File: config.mk
export PLATFORM = sky130hd
export DESIGN_NAME = pipeline_hazard_ctrl
export DESIGN_NICKNAME = d
export VERILOG_FILES = /design/src/rtl/pipeline_hazard_ctrl_pkg.sv /design/src/rtl/mc_stall_counter.sv /design/src/rtl/pipeline_hazard_ctrl.sv
export SDC_FILE = /design/constraint.sdc
export NUM_CORES = 1
export LEC_CHECK = 0
export BUFFER_PORTS_ARGS = -buffer_cell sky130_fd_sc_hd__buf_2
export CAP_MARGIN = 25
export CORE_ASPECT_RATIO = 1.75
export CORE_MARGIN = 1
export CORE_UTILIZATION = 48
export CTS_CLUSTER_DIAMETER = 50
export DETAILED_ROUTE_END_ITERATION = 7
export PLACE_DENSITY = 0.75
export RECOVER_POWER = 100
export SLEW_MARGIN = 20
export SYNTH_ARGS = -nofsm -noshare
export SYNTH_HDL_FRONTEND = slang
export SYNTH_SLANG_ARGS = --single-unit
File: constraint.sdc
create_clock -name clk -period 1.8 [get_ports clk]
set_input_delay 0.18 -clock clk [delete_from_list [all_inputs] [get_ports clk]]
set_output_delay 0.18 -clock clk [all_outputs]
set_load 0.01 [all_outputs]
File: src/rtl/pipeline_hazard_ctrl_pkg.sv
// Shared CPU pipeline constants: default depth, stage indices and multi-cycle counter width.
package pipeline_hazard_ctrl_pkg;

  localparam int unsigned NUM_STAGES_DEF = 5;
  localparam int unsigned STG_IF         = 0;
  localparam int unsigned STG_ID         = 1;
  localparam int unsigned STG_EXE        = 2;
  localparam int unsigned STG_MEM        = 3;
  localparam int unsigned STG_WB         = 4;
  localparam int unsigned MC_CNT_W       = 6;

endpackage

File: src/rtl/mc_stall_counter.sv
// Multi-cycle operation stall counter: load on start, decrement while busy, abort on flush.
module mc_stall_counter #(
  parameter int unsigned CNT_W = pipeline_hazard_ctrl_pkg::MC_CNT_W
) (
  input  logic             clk,
  input  logic             reset,
  input  logic             ena,
  input  logic             mc_start,
  input  logic [CNT_W-1:0] mc_cycles,
  input  logic             abort,
  output logic             mc_active_c
);

  logic [CNT_W-1:0] cnt;
  logic [CNT_W-1:0] cnt_nxt;

  // The start cycle itself stalls, so the counter holds only the remaining cycles.
  always_comb begin
    cnt_nxt     = cnt;
    mc_active_c = (mc_start && (mc_cycles != '0)) || (cnt != '0);
    if (ena) begin
      if (abort) begin
        cnt_nxt = '0;
      end else if (cnt != '0) begin
        cnt_nxt = cnt - CNT_W'(1);
      end else if (mc_start && (mc_cycles > CNT_W'(1))) begin
        cnt_nxt = mc_cycles - CNT_W'(1);
      end
    end
  end

  always_ff @(posedge clk or negedge reset) begin
    if (!reset) begin
      cnt <= '0;
    end else begin
      cnt <= cnt_nxt;
    end
  end

endmodule

File: src/rtl/pipeline_hazard_ctrl.sv
// Pipeline enable controller: valid bits, fill, stall/flush arbitration and PC/register enables.
module pipeline_hazard_ctrl #(
  parameter int unsigned NUM_STAGES = pipeline_hazard_ctrl_pkg::NUM_STAGES_DEF,
  parameter int unsigned MC_STAGE   = pipeline_hazard_ctrl_pkg::STG_EXE,
  parameter int unsigned MC_CNT_W   = pipeline_hazard_ctrl_pkg::MC_CNT_W,
  parameter int unsigned PERF_W     = 32
) (
  input  logic                  clk,
  input  logic                  reset,
  input  logic                  ena,
  input  logic [NUM_STAGES-1:0] stall_req,
  input  logic [NUM_STAGES-1:0] flush_req,
  input  logic                  mc_start,
  input  logic [MC_CNT_W-1:0]   mc_cycles,
  output logic                  pc_we,
  output logic [NUM_STAGES-2:0] reg_ena,
  output logic [NUM_STAGES-2:0] reg_clr,
  output logic [NUM_STAGES-2:0] reg_valid,
  output logic                  mc_busy,
  output logic [PERF_W-1:0]     perf_stall_cnt
);

  import pipeline_hazard_ctrl_pkg::*;

  localparam int unsigned NREG = NUM_STAGES - 1;

  // Oldest stalled stage; 0 when nothing stalls.
  function automatic int unsigned highest_stall(input logic [NUM_STAGES-1:0] s);
    int unsigned res;
    res = 0;
    for (int unsigned i = 0; i < NUM_STAGES; i++) begin
      if (s[i]) res = i;
    end
    return res;
  endfunction

  // Oldest flush strictly older than the stall point; 0 when none is honoured.
  function automatic int unsigned highest_flush(input logic [NUM_STAGES-1:0] fr,
                                                input int unsigned h_lim);
    int unsigned res;
    res = 0;
    for (int unsigned i = 0; i < NUM_STAGES; i++) begin
      if (fr[i] && (i > h_lim)) res = i;
    end
    return res;
  endfunction

  logic                  mc_active;
  logic                  mc_abort;
  logic [NUM_STAGES-1:0] stall_vec;
  logic [NREG-1:0]       upstream_valid;
  int unsigned           h;
  int unsigned           f;

  always_comb begin
    stall_vec           = stall_req;
    stall_vec[STG_IF]   = 1'b0;
    stall_vec[MC_STAGE] = stall_req[MC_STAGE] | mc_active;
    h                   = highest_stall(stall_vec);
    f                   = highest_flush(flush_req, h);
    mc_abort            = (f > MC_STAGE);
  end

  // Flush clear beats hold; the register just past the stall point takes a bubble.
  always_comb begin
    pc_we   = 1'b0;
    reg_ena = '0;
    reg_clr = '0;
    if (ena) begin
      pc_we = (h == 0) || (f > 0);
      for (int unsigned r = 0; r < NREG; r++) begin
        if (r < f) begin
          reg_ena[r] = 1'b1;
          reg_clr[r] = 1'b1;
        end else if (r < h) begin
          reg_ena[r] = 1'b0;
        end else if ((h != 0) && (r == h)) begin
          reg_ena[r] = 1'b1;
          reg_clr[r] = 1'b1;
        end else begin
          reg_ena[r] = 1'b1;
        end
      end
    end
  end

  assign mc_busy        = mc_active;
  assign upstream_valid = {reg_valid[NREG-2:0], 1'b1};

  always_ff @(posedge clk or negedge reset) begin
    if (!reset) begin
      reg_valid <= '0;
    end else begin
      for (int unsigned r = 0; r < NREG; r++) begin
        if (reg_ena[r]) reg_valid[r] <= reg_clr[r] ? 1'b0 : upstream_valid[r];
      end
    end
  end

  always_ff @(posedge clk or negedge reset) begin
    if (!reset) begin
      perf_stall_cnt <= '0;
    end else if (ena && !pc_we && (perf_stall_cnt != '1)) begin
      perf_stall_cnt <= perf_stall_cnt + PERF_W'(1);
    end
  end

  mc_stall_counter #(
    .CNT_W (MC_CNT_W)
  ) u_mc_stall_counter (
    .clk         (clk),
    .reset       (reset),
    .ena         (ena),
    .mc_start    (mc_start),
    .mc_cycles   (mc_cycles),
    .abort       (mc_abort),
    .mc_active_c (mc_active)
  );

endmodule

Yosys cells after proc, flatten, opt, wreduce, memory -nomap -nowiden
Cells that the tools add are included.
- output and inout bits: 46
- word-level logic and storage cells: 88
- input bits: 20
- flip-flop bits (word level): 42
- reduce and logical (&&, ||, !) cells: 21
- order comparisons: 15
- add/sub/neg operators: 3
- bitwise logic cells: 1
- multiplexer cells: 38
- equality and inequality tests: 4
- operators by type and width (kind ; count):
    $lt 1x32->1 const A ; 4
    $lt 2x32->1 const A ; 4
    $mux 32 ; 4
    $eq 2x32->1 const A ; 2
    $gt 2x32->1 const A ; 2
    $add 32x1->32 const B ; 1
    $eq 1x32->1 const A ; 1
    $gt 1x32->1 const A ; 1
    $gt 3x32->1 const A ; 1
    $gt 32x1->1 const B ; 1
    $gt 32x2->1 const B ; 1
    $logic_not 32->1 ; 1
    $ne 32x32->1 const B ; 1
    $reduce_bool 32->1 ; 1
    $mux 1 ; 27
    $mux 6 ; 3
    $logic_and 1x1->1 ; 12
    $reduce_bool 6->1 ; 2
    $sub 6x1->6 const B ; 2
    $mux 4 ; 2
    $gt 6x1->1 const B ; 1
    $mux 2 ; 2
    $reduce_bool 3->1 ; 1
    $logic_or 1x1->1 ; 2
    other kinds (3) ; 3

Longest topological paths before layout
- depth after elaboration: 19
- mapped depth: 8
- mapped depth without buffers: 7

Cells and area by module
A second synthesis with hierarchy kept.
- cells, all modules: 254
- area total of the unflattened synthesis: 2551.2 um^2
- by module, submodules not included (module ; times used ; seq. area each (um^2) ; area each (um^2) ; cells an instance):
    pipeline_hazard_ctrl ; 1 ; 900.9 ; 1983.2 ; 188
    mc_stall_counter ; 1 ; 150.1 ; 568.0 ; 66

Worst setup path before layout
Ideal clock, no wire load.
- path kind: reg-to-reg
- start: reg perf_stall_cnt[0]
- end: reg perf_stall_cnt[1]
- arrival time: 1688 ps
- setup slack: -12 ps
- path buffers: 0
- setup time: 125 ps
- required time: 1675 ps
- period minus slack after synthesis: 1812 ps
- stages on the path, launching flop included: 7
- cell sequence: dfrtp_1 -> ha_1 -> nand4_1 -> nor4_1 -> nand3_1 -> nand2_1 -> mux2_2
- longest elaborated chain between the ends: 2
- elaborated cells on any way between the ends: 3
- those cells by class: add/sub (1); eq/ne (1); reduce/logical (1)
- ends and longest elaborated chain (what ; RTL line ; source):
    from (decl) ; pipeline_hazard_ctrl.sv:20 ; output logic [PERF_W-1:0] perf_stall_cnt
    from (signal assigned) ; pipeline_hazard_ctrl.sv:104 ; perf_stall_cnt <= perf_stall_cnt + PERF_W'(1);
    parallel branches: the longest is 2 deep, another holds $add 32x1->32 ; n/a ;
Several ways; the timed one is not identified.
A chain may end at the register's enable or synchronous reset.

Worst setup path after layout
- start: reg u_mc_stall_counter.cnt[1]
- end: out reg_clr[1]
- longest elaborated chain between the ends: 15
- elaborated cells on any way between the ends: 27
- those cells by class: order compare (6); eq/ne (1); mux (11); bitwise (1); reduce/logical (8)
- ends and longest elaborated chain (what ; RTL line ; source):
    from (decl) ; mc_stall_counter.sv:14 ; logic [CNT_W-1:0] cnt;
    from (signal assigned) ; mc_stall_counter.sv:36 ; cnt <= cnt_nxt;
    $reduce_bool 6->1 (*) ; mc_stall_counter.sv:20 ; mc_active_c = (mc_start && (mc_cycles != '0)) || (cnt != '0);
    $logic_or 1x1->1 (*) ; mc_stall_counter.sv:20 ;
    $or 1x1->1 (*) ; pipeline_hazard_ctrl.sv:58 ; stall_vec[MC_STAGE] = stall_req[MC_STAGE] | mc_active;
    $mux 2 (*) (2 in series) ; pipeline_hazard_ctrl.sv:32 ; if (s[i]) res = i;
    $mux 32 (*) ; pipeline_hazard_ctrl.sv:32 ;
    $gt 1x32->1 ; pipeline_hazard_ctrl.sv:43 ; if (fr[i] && (i > h_lim)) res = i;
    $logic_and 1x1->1 ; pipeline_hazard_ctrl.sv:43 ;
    $mux 1 ; pipeline_hazard_ctrl.sv:43 ;
    $mux 32 (3 in series) ; pipeline_hazard_ctrl.sv:43 ;
    $lt 1x32->1 ; pipeline_hazard_ctrl.sv:72 ; if (r < f) begin
    $mux 1 (*) ; pipeline_hazard_ctrl.sv:72 ;
    $mux 4 (*) ; pipeline_hazard_ctrl.sv:69 ; if (ena) begin
    to (decl) ; pipeline_hazard_ctrl.sv:17 ; output logic [NUM_STAGES-2:0] reg_clr,
Mark *: on every way between the ends. The rest lies on a longest branch, timed or not.

==> flow_summary.json <==
{
  "status": "finished, violations left",
  "hold_viol_final": 0,
  "rows": 34,
  "synthAdderAreaFrac_pct": 2.94,
  "drv_slew": 0,
  "grt.total_usage_pct": 26.5,
  "pin_count": 66,
  "antenna_found_initial": 0,
  "drtIter0Drc": 219,
  "ys_ff_latch": 42,
  "ant_nets": 0,
  "syn_nets": 299,
  "synth-async-reset-ratio_pct": 100,
  "grt_pass1_vias": 2762,
  "path_class": "reg -> out",
  "worstMarginPinSlew_ns": 1.06,
  "nets": 438,
  "final.min_clock_period_ns": 1.97,
  "synth-main-ff-cell": "dfrtp_1",
  "ys_types": 47,
  "synthTopCellsByArea": "dfrtp_1, xnor2_1, nand3_1, and3_1, nand4_1",
  "io_buffers": 63,
  "worstPathMaxFanout": 4,
  "layoutNonFillerInstCount": 467,
  "path_cells": "inv_2 > ha_4 > nand3_4 > nor4_4 > nand2_1 > o21ai_1 > buf_2",
  "core-area_um2": 5060,
  "seq_area_frac_synth_pct": 41.1,
  "fillCellCount": 423,
  "slew_headroom_pct": 29.6,
  "finalPower_mw": 3.40,
  "syn-cell-area_um2": 2550,
  "synth_compound_area_share_pct": 11.2,
  "die-area_um2": 5630,
  "p_leak_nw": 1.75,
  "drc": 10,
  "seq_area_um2": 1050,
  "place_congestion": 0.857,
  "clock_skew_ns": 0.00470,
  "synth_top_area_share_pct": 41.1,
  "synth.mux.area_fraction_pct": 1.32,
  "required_ns": 1.62,
  "slowest_stage": "dfrtp_1",
  "violations": "design-rule violations, negative setup slack",
  "slowest_delay_ns": 0.40,
  "drv_cap": 0,
  "overflow": 0,
  "setup_slack_ns": -0.171,
  "rsz0062_at_grt": "yes",
  "wl_per_cell_um": 17.3,
  "numCtsBuffers": 5,
  "multiInputGateArea_um2": 1620,
  "cts_tree": "done",
  "hold_slack_ns": 0.254,
  "clk_pin_slew_worst_paths_ns": 0.09,
  "end_kind": "primary output",
  "grt_max_degree": 43,
  "synth_edf_count": 0,
  "cts_buffer_depth": 2,
  "grt_first_pass_wirelength_mm": 11.7,
  "setup_viol": 13,
  "synth-xor-area-share_pct": 11.0,
  "hpwl_mm": 5.33,
  "viasPerCell": 5.88,
  "critPathTopFamily": "simple AND/OR/NAND/NOR gates",
  "initial_core_util_pct": 50.5,
  "hold_path_class": "in -> reg",
  "clock-sinks": 42,
  "insertion_delay_ns": 0.30,
  "powerDensity_nw_per_um2": 917,
  "ir_worst_vdd_uv": 836,
  "syn2layout_area_growth_pct": 45.2,
  "drive_above_1_share_pct": 34.4,
  "yosysWarnings": 0,
  "vias": 2748,
  "dieWidth_um": 57.2,
  "syn-instance-count": 273,
  "drt-total-wl_mm": 8.06,
  "yosysTopAreaCell": "dfrtp_1",
  "drtPass1Iterations": 6,
  "fin_crit_sh_pct": 109,
  "start_kind": "flip-flop",
  "die_h_um": 98.5,
  "root_buffer": "clkbuf_8",
  "cts.htree.levels": 2,
  "place_inst": 447,
  "synthSimpleGateAreaFrac_pct": 29.1,
  "avgSynthCellArea_um2": 9.36,
  "arrival_ns": 1.79,
  "max_freq_mhz": 507,
  "antennaDiodeCount": 0,
  "path_buf_inv": 2,
  "synth_top_family_by_area": "simple AND/OR/NAND/NOR gates"
}
-- cells in the final DEF, fill, tap and decap left out, drive strengths merged, types with 7 or more instances in the layout --
| cell type | netlist | layout |
|---|---|---|
| nand2 | 21 | 21 |
| buf | 2 | 98 |
| and3 | 14 | 14 |
| inv | 14 | 14 |
| o21ai | 11 | 11 |
| nor2 | 13 | 13 |
| nor3 | 14 | 14 |
| nand3 | 22 | 22 |
| clkbuf | 6 | 47 |
| xnor2 | 26 | 26 |
| nand4 | 14 | 14 |
| and4 | 7 | 7 |
| a21oi | 7 | 7 |
| dfrtp | 42 | 42 |
-- cell families after synthesis --
| family | after synthesis |
|---|---|
| flip-flops | 42 |
| XOR/XNOR | 32 |
| buffers and inverters | 22 |
| multiplexers | 3 |
| AO/OA/AOI/OAI | 38 |
| adder cells (fa/ha/maj) | 6 |
| AND/OR/NAND/NOR | 130 |
-- layer usage --
layer  track usage (%)  wire length (µm)  part of all wire (%)
met1              25.1              2830                    35
met2              51.5              4530                    56
met3              5.12               364                   4.5
met4              13.3               330                   4.1
met5                 0                 0                     0
-- what timing repair did --
item	in CTS	in global routing
hold buffers	1	0
setup buffers	3	8
hold endpoints to repair	42	0
setup endpoints to repair	25	37
pin swaps	9	11
resized for setup	12	32
gates cloned	0	0
-- path summary, 6_finish.rpt --
kind / startpoint / to / slack (ns) / cells past startpoint
worst max-delay path: u_mc_stall_counter.cnt[1]$_DFFE_PN0P_ / reg_clr[1] / -0.17 / 7
worst min-delay path: ena / u_mc_stall_counter.cnt[0]$_DFFE_PN0P_ / 0.25 / 4
worst max register to register: u_mc_stall_counter.cnt[1]$_DFFE_PN0P_ / perf_stall_cnt[17]$_DFFE_PN0P_ / -0.04 / 9
worst min register to register: perf_stall_cnt[23]$_DFFE_PN0P_ / perf_stall_cnt[23]$_DFFE_PN0P_ / 0.49 / 1
max in group asynchronous: reset / perf_stall_cnt[19]$_DFFE_PN0P_ / 0.48 / 3
min in group asynchronous: reset / reg_valid[0]$_DFFE_PN0P_ / 0.67 / 3
-- registers in the layout, summed over array words and instances (netlist names) --
register                flops
perf_stall_cnt             32
reg_valid                   4
u_mc_stall_counter.cnt      6
-- worst register-to-register path: stages (launching register included) --
cell	delay, ns
dfrtp_1	0.40
inv_2	0.09
ha_4	0.15
nand3_4	0.11
buf_4	0.18
buf_4	0.15
o31ai_4	0.26
buf_4	0.18
nor3_1	0.06
xor2_1	0.14
-- power breakdown --
group | leakage (nW) | switching, mW | total [mW] | internal (mW)
combinational | 1.13 | 0.765 | 1.46 | 0.697
sequential | 0.562 | 0.102 | 1.18 | 1.07
clock | 0.0514 | 0.353 | 0.767 | 0.414
total | 1.75 | 1.22 | 3.40 | 2.18
-- cells in the mapped netlist (all sizes together), types with 3 or more instances --
master	instances
nand3	22
nor2	13
xnor2	26
o21ai	11
o31ai	5
nand2	21
or3	3
and4	7
nand3b	3
xor2	6
nor4	3
and3	14
nand4	14
or4	4
nor3	14
a31o	3
mux2	3
a21oi	7
ha	6
dfrtp	42
clkbuf	6
inv	14
a32o	4
-- metrics by stage --
stage | instance area, µm² | TNS, ns | setup slack [ns] | util [%]
finish | 3710 | -1.06 | -0.171 | 73.3
global route | 3710 | -2.29 | -0.247 | 73.3
CTS | 3590 | -0.686 | -0.138 | 71.0
detailed placement | 3400 | -2.32 | -0.198 | 67.2
global placement | 3400 | -1.86 | -0.169 | 67.2
floorplan | 2560 | 0 | 0.0102 | -
-- layout make-up --
class / count / area share (%)
multi-input combinational: 209 / 43.7
sequential: 42 / 28.3
timing repair buffer: 140 / 21.8
clock buffer: 6 / 1.96
tap: 54 / 1.82
inverter: 14 / 1.42
clock inverter: 2 / 1.01
No activity file was read; power rests on OpenSTA's default activity.
